===== src/rtl/hdmi_period_sequencer_pkg.sv =====
// Shared HDMI transmitter types: period codes, preamble CTL patterns
// and the fixed data-island phase lengths.
package hdmi_period_sequencer_pkg;

  typedef enum logic [2:0] {
    CONTROL,
    VIDEO_PREAMBLE,
    VIDEO_GUARD,
    VIDEO_ISLAND,
    AUXIL_PREAMBLE,
    AUXIL_GUARD,
    AUXIL_ISLAND
  } STATE_t;

  typedef enum logic [2:0] {
    IDLE,
    PRE,
    LGUARD,
    DATA,
    TGUARD
  } island_t;

  localparam logic [3:0] VIDEO_PREAMBLE_CTL = 4'b0001;
  localparam logic [3:0] AUXIL_PREAMBLE_CTL = 4'b0101;

  localparam int PREAMBLE_LEN = 8;
  localparam int GUARD_LEN    = 2;
  localparam int ISLAND_LEN   = 32;

  function automatic logic [3:0] ctlFor(STATE_t s);
    return (s == VIDEO_PREAMBLE) ? VIDEO_PREAMBLE_CTL :
           (s == AUXIL_PREAMBLE) ? AUXIL_PREAMBLE_CTL :
                                   4'b0000;
  endfunction

endpackage


===== src/rtl/hdmi_raster_counter.sv =====
// Horizontal/vertical raster counters with next-character sync decode
// and the index of the line following the next character.
module hdmi_raster_counter #(
  parameter int   H_ACTIVE    = 640,
  parameter int   H_FRONT     = 16,
  parameter int   H_SYNC      = 96,
  parameter int   H_BACK      = 48,
  parameter int   V_ACTIVE    = 480,
  parameter int   V_FRONT     = 10,
  parameter int   V_SYNC      = 2,
  parameter int   V_BACK      = 33,
  parameter logic SYNC_ACTIVE = 1'b0
) (
  input  logic        clk,
  input  logic        rst_n,
  output logic [10:0] hCount,
  output logic [9:0]  vCount,
  output logic [10:0] hSucc,
  output logic [9:0]  vSucc,
  output logic [9:0]  vNext,
  output logic        hsyncSucc,
  output logic        vsyncSucc
);

  localparam int H_TOTAL = H_ACTIVE + H_FRONT + H_SYNC + H_BACK;
  localparam int V_TOTAL = V_ACTIVE + V_FRONT + V_SYNC + V_BACK;

  localparam logic [10:0] H_LAST = 11'(H_TOTAL - 1);
  localparam logic [10:0] HS_BEG = 11'(H_ACTIVE + H_FRONT);
  localparam logic [10:0] HS_END = 11'(H_ACTIVE + H_FRONT + H_SYNC);
  localparam logic [9:0]  V_LAST = 10'(V_TOTAL - 1);
  localparam logic [9:0]  VS_BEG = 10'(V_ACTIVE + V_FRONT);
  localparam logic [9:0]  VS_END = 10'(V_ACTIVE + V_FRONT + V_SYNC);
  localparam logic [9:0]  V_RST  = 10'(V_ACTIVE);

  // Everything here describes the character after the current one.
  always_comb begin
    hSucc = (hCount == H_LAST) ? '0 : hCount + 11'd1;
    vSucc = vCount;
    if (hCount == H_LAST)
      vSucc = (vCount == V_LAST) ? '0 : vCount + 10'd1;
    vNext = (vSucc == V_LAST) ? '0 : vSucc + 10'd1;
    hsyncSucc = (hSucc >= HS_BEG && hSucc < HS_END) ?
                SYNC_ACTIVE : ~SYNC_ACTIVE;
    vsyncSucc = (vSucc >= VS_BEG && vSucc < VS_END) ?
                SYNC_ACTIVE : ~SYNC_ACTIVE;
  end

  always_ff @(posedge clk or negedge rst_n) begin
    if (!rst_n) begin
      hCount <= '0;
      vCount <= V_RST;
    end else begin
      hCount <= hSucc;
      vCount <= vSucc;
    end
  end

endmodule


===== src/rtl/hdmi_period_sequencer.sv =====
// Pixel-clock period sequencer: video lead-in, one data island per line
// and registered control codes for the three TMDS channels.
module hdmi_period_sequencer
  import hdmi_period_sequencer_pkg::*;
#(
  parameter int   H_ACTIVE     = 640,
  parameter int   H_FRONT      = 16,
  parameter int   H_SYNC       = 96,
  parameter int   H_BACK       = 48,
  parameter int   V_ACTIVE     = 480,
  parameter int   V_FRONT      = 10,
  parameter int   V_SYNC       = 2,
  parameter int   V_BACK       = 33,
  parameter logic SYNC_ACTIVE  = 1'b0,
  parameter int   ISLAND_START = 10
) (
  input  logic        clk,
  input  logic        rst_n,
  input  logic        auxReady,
  output logic        auxStart,
  output logic [4:0]  auxIndex,
  output STATE_t      state,
  output logic [1:0]  ctrl0,
  output logic [1:0]  ctrl1,
  output logic [1:0]  ctrl2,
  output logic [10:0] pixelX,
  output logic [9:0]  pixelY,
  output logic        videoActive
);

  localparam int H_TOTAL  = H_ACTIVE + H_FRONT + H_SYNC + H_BACK;
  localparam int ISL_SPAN = PREAMBLE_LEN + 2 * GUARD_LEN + ISLAND_LEN;

  localparam logic [10:0] H_ACT_W  = 11'(H_ACTIVE);
  localparam logic [10:0] ISL_BASE = 11'(H_ACTIVE + ISLAND_START);
  localparam logic [10:0] LEAD_PRE = 11'(H_TOTAL - 10);
  localparam logic [10:0] LEAD_GRD = 11'(H_TOTAL - 2);
  localparam logic [9:0]  V_ACT_W  = 10'(V_ACTIVE);

  if (H_TOTAL - H_ACTIVE < ISLAND_START + ISL_SPAN + 12 + 10 ||
      ISLAND_START < 4) begin : gParamCheck
    $error("hdmi_period_sequencer: blanking too short for island");
  end

  logic [10:0] hCount, hSucc;
  logic [9:0]  vCount, vSucc, vNext;
  logic        hsyncSucc, vsyncSucc;

  hdmi_raster_counter #(
    .H_ACTIVE    (H_ACTIVE),
    .H_FRONT     (H_FRONT),
    .H_SYNC      (H_SYNC),
    .H_BACK      (H_BACK),
    .V_ACTIVE    (V_ACTIVE),
    .V_FRONT     (V_FRONT),
    .V_SYNC      (V_SYNC),
    .V_BACK      (V_BACK),
    .SYNC_ACTIVE (SYNC_ACTIVE)
  ) uRaster (
    .clk       (clk),
    .rst_n     (rst_n),
    .hCount    (hCount),
    .vCount    (vCount),
    .hSucc     (hSucc),
    .vSucc     (vSucc),
    .vNext     (vNext),
    .hsyncSucc (hsyncSucc),
    .vsyncSucc (vsyncSucc)
  );

  island_t     phase, phaseD;
  logic [4:0]  cnt, cntD;
  logic        islandPending, pendingD;
  STATE_t      stateD;
  logic [3:0]  ctl;
  logic        auxStartD;
  logic [4:0]  auxIndexD;

  always_comb begin
    phaseD   = phase;
    cntD     = cnt + 5'd1;
    pendingD = islandPending;
    if (hCount == H_ACT_W)
      pendingD = auxReady;
    unique case (phase)
      IDLE: begin
        cntD = '0;
        if (islandPending && hSucc == ISL_BASE)
          phaseD = PRE;
      end
      PRE: if (cnt == 5'(PREAMBLE_LEN - 1)) begin
        phaseD = LGUARD;
        cntD   = '0;
      end
      LGUARD: if (cnt == 5'(GUARD_LEN - 1)) begin
        phaseD = DATA;
        cntD   = '0;
      end
      DATA: if (cnt == 5'(ISLAND_LEN - 1)) begin
        phaseD = TGUARD;
        cntD   = '0;
      end
      TGUARD: if (cnt == 5'(GUARD_LEN - 1)) begin
        phaseD   = IDLE;
        cntD     = '0;
        pendingD = 1'b0;
      end
      default: begin
        phaseD = IDLE;
        cntD   = '0;
      end
    endcase
  end

  // Island phases only occur in horizontal blanking, ahead of the lead-in.
  always_comb begin
    stateD    = CONTROL;
    auxStartD = 1'b0;
    auxIndexD = '0;
    unique case (1'b1)
      phaseD == PRE:
        stateD = AUXIL_PREAMBLE;
      phaseD == LGUARD || phaseD == TGUARD:
        stateD = AUXIL_GUARD;
      phaseD == DATA: begin
        stateD    = AUXIL_ISLAND;
        auxIndexD = cntD;
        auxStartD = phase != DATA;
      end
      hSucc < H_ACT_W && vSucc < V_ACT_W:
        stateD = VIDEO_ISLAND;
      vNext < V_ACT_W && hSucc >= LEAD_GRD:
        stateD = VIDEO_GUARD;
      vNext < V_ACT_W && hSucc >= LEAD_PRE && hSucc < LEAD_GRD:
        stateD = VIDEO_PREAMBLE;
      default: ;
    endcase
  end

  always_ff @(posedge clk or negedge rst_n) begin
    if (!rst_n) begin
      phase         <= IDLE;
      cnt           <= '0;
      islandPending <= 1'b0;
      state         <= CONTROL;
      ctl           <= '0;
      ctrl0         <= {~SYNC_ACTIVE, ~SYNC_ACTIVE};
      auxStart      <= 1'b0;
      auxIndex      <= '0;
      videoActive   <= 1'b0;
    end else begin
      phase         <= phaseD;
      cnt           <= cntD;
      islandPending <= pendingD;
      state         <= stateD;
      ctl           <= ctlFor(stateD);
      ctrl0         <= {vsyncSucc, hsyncSucc};
      auxStart      <= auxStartD;
      auxIndex      <= auxIndexD;
      videoActive   <= stateD == VIDEO_ISLAND;
    end
  end

  assign ctrl1  = ctl[1:0];
  assign ctrl2  = ctl[3:2];
  assign pixelX = hCount;
  assign pixelY = vCount;

endmodule


===== config.mk =====
export PLATFORM = sky130hd
export DESIGN_NAME = hdmi_period_sequencer
export DESIGN_NICKNAME = d
export VERILOG_FILES = /design/src/rtl/hdmi_period_sequencer_pkg.sv /design/src/rtl/hdmi_raster_counter.sv /design/src/rtl/hdmi_period_sequencer.sv
export SDC_FILE = /design/constraint.sdc
export NUM_CORES = 1
export LEC_CHECK = 0
export BUFFER_PORTS_ARGS = -buffer_cell sky130_fd_sc_hd__buf_2
export CORE_ASPECT_RATIO = 1.25
export CORE_MARGIN = 1.5
export CORE_UTILIZATION = 48
export DETAILED_ROUTE_END_ITERATION = 7
export PLACE_DENSITY_LB_ADDON = 0.08
export SLEW_MARGIN = 5
export SYNTH_ARGS = -nofsm -noshare
export SYNTH_HDL_FRONTEND = slang
export SYNTH_SLANG_ARGS = --single-unit
export TNS_END_PERCENT = 100

===== constraint.sdc =====
create_clock -name clk -period 3.38 [get_ports clk]
set_input_delay 0.169 -clock clk [delete_from_list [all_inputs] [get_ports clk]]
set_output_delay 0.169 -clock clk [all_outputs]
set_load 0.1 [all_outputs]

=== Yosys cells after proc, flatten, opt, wreduce, memory -nomap -nowiden ===
Index checks and enable logic that the tools add are counted.

* Reduce and logical (&&, ||, !) cells: 10
* Muxes and demuxes: 24
* Magnitude comparators: 10
* Add/sub/neg operators: 4
* Equal/unequal tests: 20

{| class="wikitable"
|+ Operators by type and width
! operator !! number
|-
| == test 11 x 10 -> 1 bit (second input constant) || 3
|-
| greater-or-equal comparator 11 x 10 -> 1 bit (second input constant) || 3
|-
| < comparator 11 x 10 -> 1 bit (second input constant) || 3
|-
| < comparator 10 x 9 -> 1 bit (second input constant) || 3
|-
| 2-to-1 mux 10 bit || 3
|-
| 2-to-1 mux 3 bit || 7
|-
| adder 10 x 1 -> 10 bit (second input constant) || 2
|-
| == test 10 bit (second input constant) || 2
|-
| 2-to-1 mux 5 bit || 4
|-
| one-hot mux 3 bit (6 select lines) || 1
|-
| == test 3 x 2 -> 1 bit (second input constant) || 5
|-
| one-hot mux 3 bit (5 select lines) || 1
|-
| one-hot mux 5 bit (3 select lines) || 1
|-
| adder 11 x 1 -> 11 bit (second input constant) || 1
|-
| 2-to-1 mux 11 bit || 1
|-
| greater-or-equal comparator 10 x 9 -> 1 bit (second input constant) || 1
|-
| == test 3 x 1 -> 1 bit (second input constant) || 3
|-
| == test 3 bit (second input constant) || 3
|-
| logical AND 1 bit || 7
|-
| 2-to-1 mux 1 bit || 6
|-
| adder 5 x 1 -> 5 bit (second input constant) || 1
|-
| == test 5 x 1 -> 1 bit (second input constant) || 1
|-
| == test 5 x 3 -> 1 bit (second input constant) || 1
|-
| == test 5 bit (second input constant) || 1
|-
| other kinds (4) || 4
|}

* Bits of input ports: 3
* Flip-flop bits (word level): 45
* Logic and storage cells: 79
* Output and inout bits: 37

=== Depth between registers and ports, before layout ===
* Word-level depth: 12
* Depth in mapped cells: 12
* Depth with buffers taken out: 11

=== By module ===
Synthesis repeated with hierarchy kept, for this count alone.

* Cells, all modules: 259
* Area total of the unflattened synthesis: 2596.2 um^2

{| class="wikitable"
|+ By module, submodules not included
! module !! sequential area each (um^2) !! times used !! cells an instance !! area an instance (um^2)
|-
| hdmi_raster_counter || 530.5 || 1 || 150 || 1408.9
|-
| hdmi_period_sequencer || 578.1 || 1 || 109 || 1187.4
|}

=== Least setup slack after synthesis ===
No wires, ideal clock.

* Path type: reg-to-reg
* Start: reg uRaster.hCount[9]
* End: reg ctl[2]
* Path slack: -0.393 ns
* Cell stages (with the launch flop): 11
* Arrival time: 3.652 ns
* Period minus slack after synthesis: 3.773 ns
* Data required time: 3.259 ns
* Cells stage by stage: dfrtp_1 -> buf_2 -> or4b_4 -> or3_1 -> buf_2 -> or3_4 -> xnor2_4 -> and3_1 -> or4_1 -> a21boi_1 -> and4b_1

* Elaborated cells between the ends (all ways): 31
* Classes of those cells: add/sub: 2; order compare: 6; eq/ne: 9; mux: 8; reduce/logical: 6

{| class="wikitable"
|+ RTL lines
! element !! RTL line !! source
|-
| start: declaration || hdmi_raster_counter.sv:16 || <nowiki>output logic [10:0] hCount,</nowiki>
|-
| start signal: assignment || hdmi_raster_counter.sv:54 || <nowiki>hCount <= hSucc;</nowiki>
|-
| == test 11 x 10 -> 1 bit * || hdmi_raster_counter.sv:40 || <nowiki>if (hCount == H_LAST)</nowiki>
|-
| 2-to-1 mux 10 bit * || hdmi_raster_counter.sv:40 ||
|-
| net uRaster.vSucc[7] || hdmi_raster_counter.sv:19 || <nowiki>output logic [9:0] vSucc,</nowiki>
|-
| adder 10 x 1 -> 10 bit / == test 10 bit (equally long branches) || hdmi_raster_counter.sv:42 || <nowiki>vNext = (vSucc == V_LAST) ? '0 : vSucc + 10'd1;</nowiki>
|-
| 2-to-1 mux 10 bit || hdmi_raster_counter.sv:42 ||
|-
| < comparator 10 x 9 -> 1 bit || hdmi_period_sequencer.sv:132, hdmi_period_sequencer.sv:134 ||
|-
| logical AND 1 bit (2 in a row) || hdmi_period_sequencer.sv:134 || <nowiki>vNext < V_ACT_W && hSucc >= LEAD_PRE && hSucc < LEAD_GRD:</nowiki>
|-
| one-hot mux 3 bit (6 select lines) * || hdmi_period_sequencer.sv:120 || <nowiki>unique case (1'b1)</nowiki>
|-
| == test 3 bit || hdmi_period_sequencer_pkg.sv:32 || <nowiki>(s == AUXIL_PREAMBLE) ? AUXIL_PREAMBLE_CTL :</nowiki>
|-
| 2-to-1 mux 3 bit || hdmi_period_sequencer_pkg.sv:32 ||
|-
| 2-to-1 mux 3 bit * || hdmi_period_sequencer_pkg.sv:31 || <nowiki>return (s == VIDEO_PREAMBLE) ? VIDEO_PREAMBLE_CTL :</nowiki>
|-
| end signal: assignment || hdmi_period_sequencer.sv:156 || <nowiki>ctl <= ctlFor(stateD);</nowiki>
|-
| end: declaration || hdmi_period_sequencer.sv:75 || <nowiki>logic [3:0] ctl;</nowiki>
|}

Mark *: on every way through the listed nets, which the timed path passes. The rest lies on a longest branch.

=== Worst setup path after layout ===
* Start: reg uRaster.hCount[5]
* End: reg ctl[2]

* Elaborated cells between the ends (all ways): 31
* Classes of those cells: add/sub: 2; order compare: 6; eq/ne: 9; mux: 8; reduce/logical: 6

{| class="wikitable"
|+ RTL lines
! element !! RTL line !! source
|-
| == test 11 x 10 -> 1 bit * || hdmi_raster_counter.sv:40 ||
|-
| 2-to-1 mux 10 bit * || hdmi_raster_counter.sv:40 ||
|-
| net uRaster.vSucc[7] || hdmi_raster_counter.sv:19 ||
|-
| adder 10 x 1 -> 10 bit / == test 10 bit (equally long branches) || hdmi_raster_counter.sv:42 ||
|-
| 2-to-1 mux 10 bit || hdmi_raster_counter.sv:42 ||
|-
| < comparator 10 x 9 -> 1 bit || hdmi_period_sequencer.sv:132, hdmi_period_sequencer.sv:134 ||
|-
| logical AND 1 bit (2 in a row) || hdmi_period_sequencer.sv:134 ||
|-
| one-hot mux 3 bit (6 select lines) * || hdmi_period_sequencer.sv:120 ||
|-
| net stateD[1] || hdmi_period_sequencer.sv:74 || <nowiki>STATE_t stateD;</nowiki>
|-
| == test 3 bit || hdmi_period_sequencer_pkg.sv:32 ||
|-
| 2-to-1 mux 3 bit || hdmi_period_sequencer_pkg.sv:32 ||
|-
| 2-to-1 mux 3 bit * || hdmi_period_sequencer_pkg.sv:31 ||
|}

Marks and branches as above.

==> run_results.csv <==
group,metric,value,unit
timing,slew_headroom,0.358,
setup_path,rrSetupSlack,0.20,ns
layout,fin_cells,378,
floorplan,die_area,0.00575,sq mm
timing,hold_viol_final,0,
placed_design,dp_hpwl,4250,um
synthesis,postSynthCellCount,273,
setup_path,end_kind,"flop",
setup_path,cp.arrival,3.37,ns
setup_path,worstRegToRegCells,9,
layout,area_growth,16.4,%
pwr,ir_drop,0.216,mV
timing,min_period,3.18,ns
routing,post_drt_wl_per_cell,15.5,um
min_path,min_path_type,"input port to async pin",
clock_tree,cts_tree,"done",
clock_tree,cts_buffers,5,
pwr,p_leak,1.35,nW
setup_path,worstSetupPathType,"flop to flop",
setup_path,timing.rr.end,"ctl[2]",
synthesis,yosysMostFrequentCell,"dfrtp_1",
flow_run,maxCapViolCount,0,
routing,routed_wl,5850,um
clock_tree,clock_sinks,44,
layout,finalNetCount,326,
pwr,power_frac_seq,0.588,
synthesis,yosysSeqAreaShare,0.436,
clock_tree,htree_num_levels,2,
synthesis,ys_seq_elements,44,
floorplan,die_width,68.1,um
floorplan,start_util,0.501,
pwr,clkPwrFrac,0.389,
pwr,p_per_area,302,mW/mm^2
floorplan,core,0.00508,sq mm
floorplan,dieHeight,84.4,um
clock_tree,cts.path.max_buffers,2,
global_route,grt_antenna_before_repair,0,
pwr,p_sw,202,uW
synthesis,syn_area_per_cell,9.32,sq um
pwr,p_sw_frac,0.226,
timing,finalCritPeriodShare,0.941,
routing,drt_iter0_drc,207,
synthesis,synthTopCellsByCount,"dfrtp_1 (38), nor2_1 (27), nand2_1 (22)",
synthesis,synth_top_area_frac,0.374,
global_route,grt_pass1_vias,2063,
synthesis,synth_ff_type,"dfrtp_1",
timing,rsz0062_at_grt,"false",
global_route,grt_use_total,0.224,
clock_tree,clk_pin_slew,0.08,ns
timing,finClkSkew,0.00464,ns
routing,drc_errors,0,
layout,diodes,0,
floorplan,rows,29,
global_route,grt_max_degree,45,
placed_design,placedCellCount,370,
setup_path,cp_data_required_time,3.57,ns
timing,setup_viol,0,
layout,design_area,0.00296,sq mm
timing,fmax,314,MHz
timing,tns,0,ns
placed_design,place_area,0.00284,sq mm
timing,slew_viol_final,0,
global_route,grt_overflow,0,
pwr,p_int,692,uW
routing,avgViaCountPerCell,5.82,
clock_tree,root_buffer,"clkbuf_8",
synthesis,yosys.cell_types.count,61,
placed_design,gp_congestion,0.923,
placed_design,io_buffer_count,37,
synthesis,synth_edf_count,0,
synthesis,synthTopCellsByArea,"dfrtp_1 (37%), dfstp_2 (6.2%), nor2_1 (4.0%)",
synthesis,synthArstFlopShare,1.00,
global_route,grt_pass1_wl,9880,um
routing,drt_pass1_iterations,4,
synthesis,yosys_warnings,0,
setup_path,worst-path-max-fanout,7,
synthesis,synth_top_area_cell,"dfrtp_1",
setup_path,reg2reg_from,"uRaster.hCount[5]",
routing,ant_nets,0,
clock_tree,clk_latency,0.30,ns
clock_tree,cts_hold_buf,0,
run_status,status,"complete, no violations",
setup_path,cp-start-kind,"flop",
layout,drive_gt1_frac,0.259,
pwr,pwr-share-comb,0.023,
floorplan,ioPinCount,40,
layout,fin_util,0.583,
synthesis,synth_area,0.00254,sq mm
timing,worstMarginPinSlew,0.963,ns
routing,vias,2199,
-- area by class of cell --
type / count / area (sq um)
Clock buffer: 6 / 82.6
Fill cell: 484 / 2120
Multi-Input combinational cell: 198 / 1320
Timing Repair Buffer: 50 / 283
Tap cell: 62 / 77.6
Sequential cell: 44 / 1120
Clock inverter: 2 / 15.0
Inverter: 16 / 60.1
-- per-stage QoR --
step / worst slack (ns) / hold WS (ns) / total power [mW]
CTS: 0.145 / 0.0660 / 0.910
floorplan: 0.0164 / -0.127 / 0.548
global route: 0.0192 / 0.115 / 0.929
detailed placement: 0.159 / 0.393 / 0.558
global placement: 0.247 / 0.384 / 0.558
finish: 0.199 / 0.0153 / 0.894
-- worst max-delay path, cell delays in order, from the launching register on --
cell and delay (ns):
dfrtp_4 0.48, or4b_4 0.58, or3_4 0.41, or3_4 0.38, xnor2_4 0.16, and3_1 0.19
or4_1 0.45, nand2_1 0.09, a21o_1 0.14, and4b_1 0.20
-- sequential cells by signal, indices dropped and copies added (netlist names) --
| register | cells |
|---|---|
| uRaster.vCount | 10 |
| uRaster.hCount | 11 |
| phase | 3 |
| ctl | 2 |
| cnt | 5 |
| state | 3 |
| ctrl0 | 2 |
| islandPending | 1 |
| auxStart | 1 |
| auxIndex | 5 |
| videoActive | 1 |
-- placed cells by master (no fill, tap or decap), types with 8 or more instances in the layout --
cell	count
buf_4	13
nand3_1	13
nor2_1	27
ha_1	8
nand2_1	22
inv_1	16
buf_2	37
dfrtp_1	29
nor3_1	11
o21ai_0	13
-- layer usage --
metal	track usage	wire (um)
met1	0.307	2540
met2	0.364	2920
met3	0.0335	293
met4	0.0655	92
met5	0	0
-- power by group through the flow --
stage               Clock, mW  Combinational, mW  Sequential, mW
finish                  0.348             0.0204           0.526
global route            0.379             0.0231           0.526
CTS                     0.362             0.0216           0.526
detailed placement          0             0.0216           0.536
global placement            0             0.0215           0.536
floorplan                   0             0.0114           0.537
-- kinds of logic (layout without fill, tap and decap cells) --
family / after synthesis / in the layout / share of synthesized area
other cells: 1 / 2 / 0.00147
flops: 44 / 44 / 0.436
mux: 2 / 2 / 0.00787
compound gates: 51 / 51 / 0.145
xor+xnor: 14 / 14 / 0.0556
simple gates: 121 / 121 / 0.260
buf+inv: 32 / 74 / 0.0551
fa+ha+maj: 8 / 8 / 0.0394
-- timing repair --
item | 4_1_cts | 5_1_grt
setup buffers | 0 | 0
resized for setup | 0 | 3
endpoints found under the hold margin | 0 | 0
setup endpoints to repair | 0 | 3
-- worst max-delay path by stage --
stage | startpoint | slack [ns] | end
2_1_floorplan | uRaster.hCount[5] | 0.02 | ctl[2]
5_1_grt | uRaster.hCount[0] | 0.02 | state[0]
3_3_place_gp | uRaster.hCount[5] | 0.25 | ctl[2]
4_1_cts | uRaster.hCount[5] | 0.15 | ctl[2]
3_5_place_dp | uRaster.hCount[5] | 0.16 | ctl[2]
6_report | uRaster.hCount[5] | 0.20 | ctl[2]
Power figures use the tool's default switching activity.
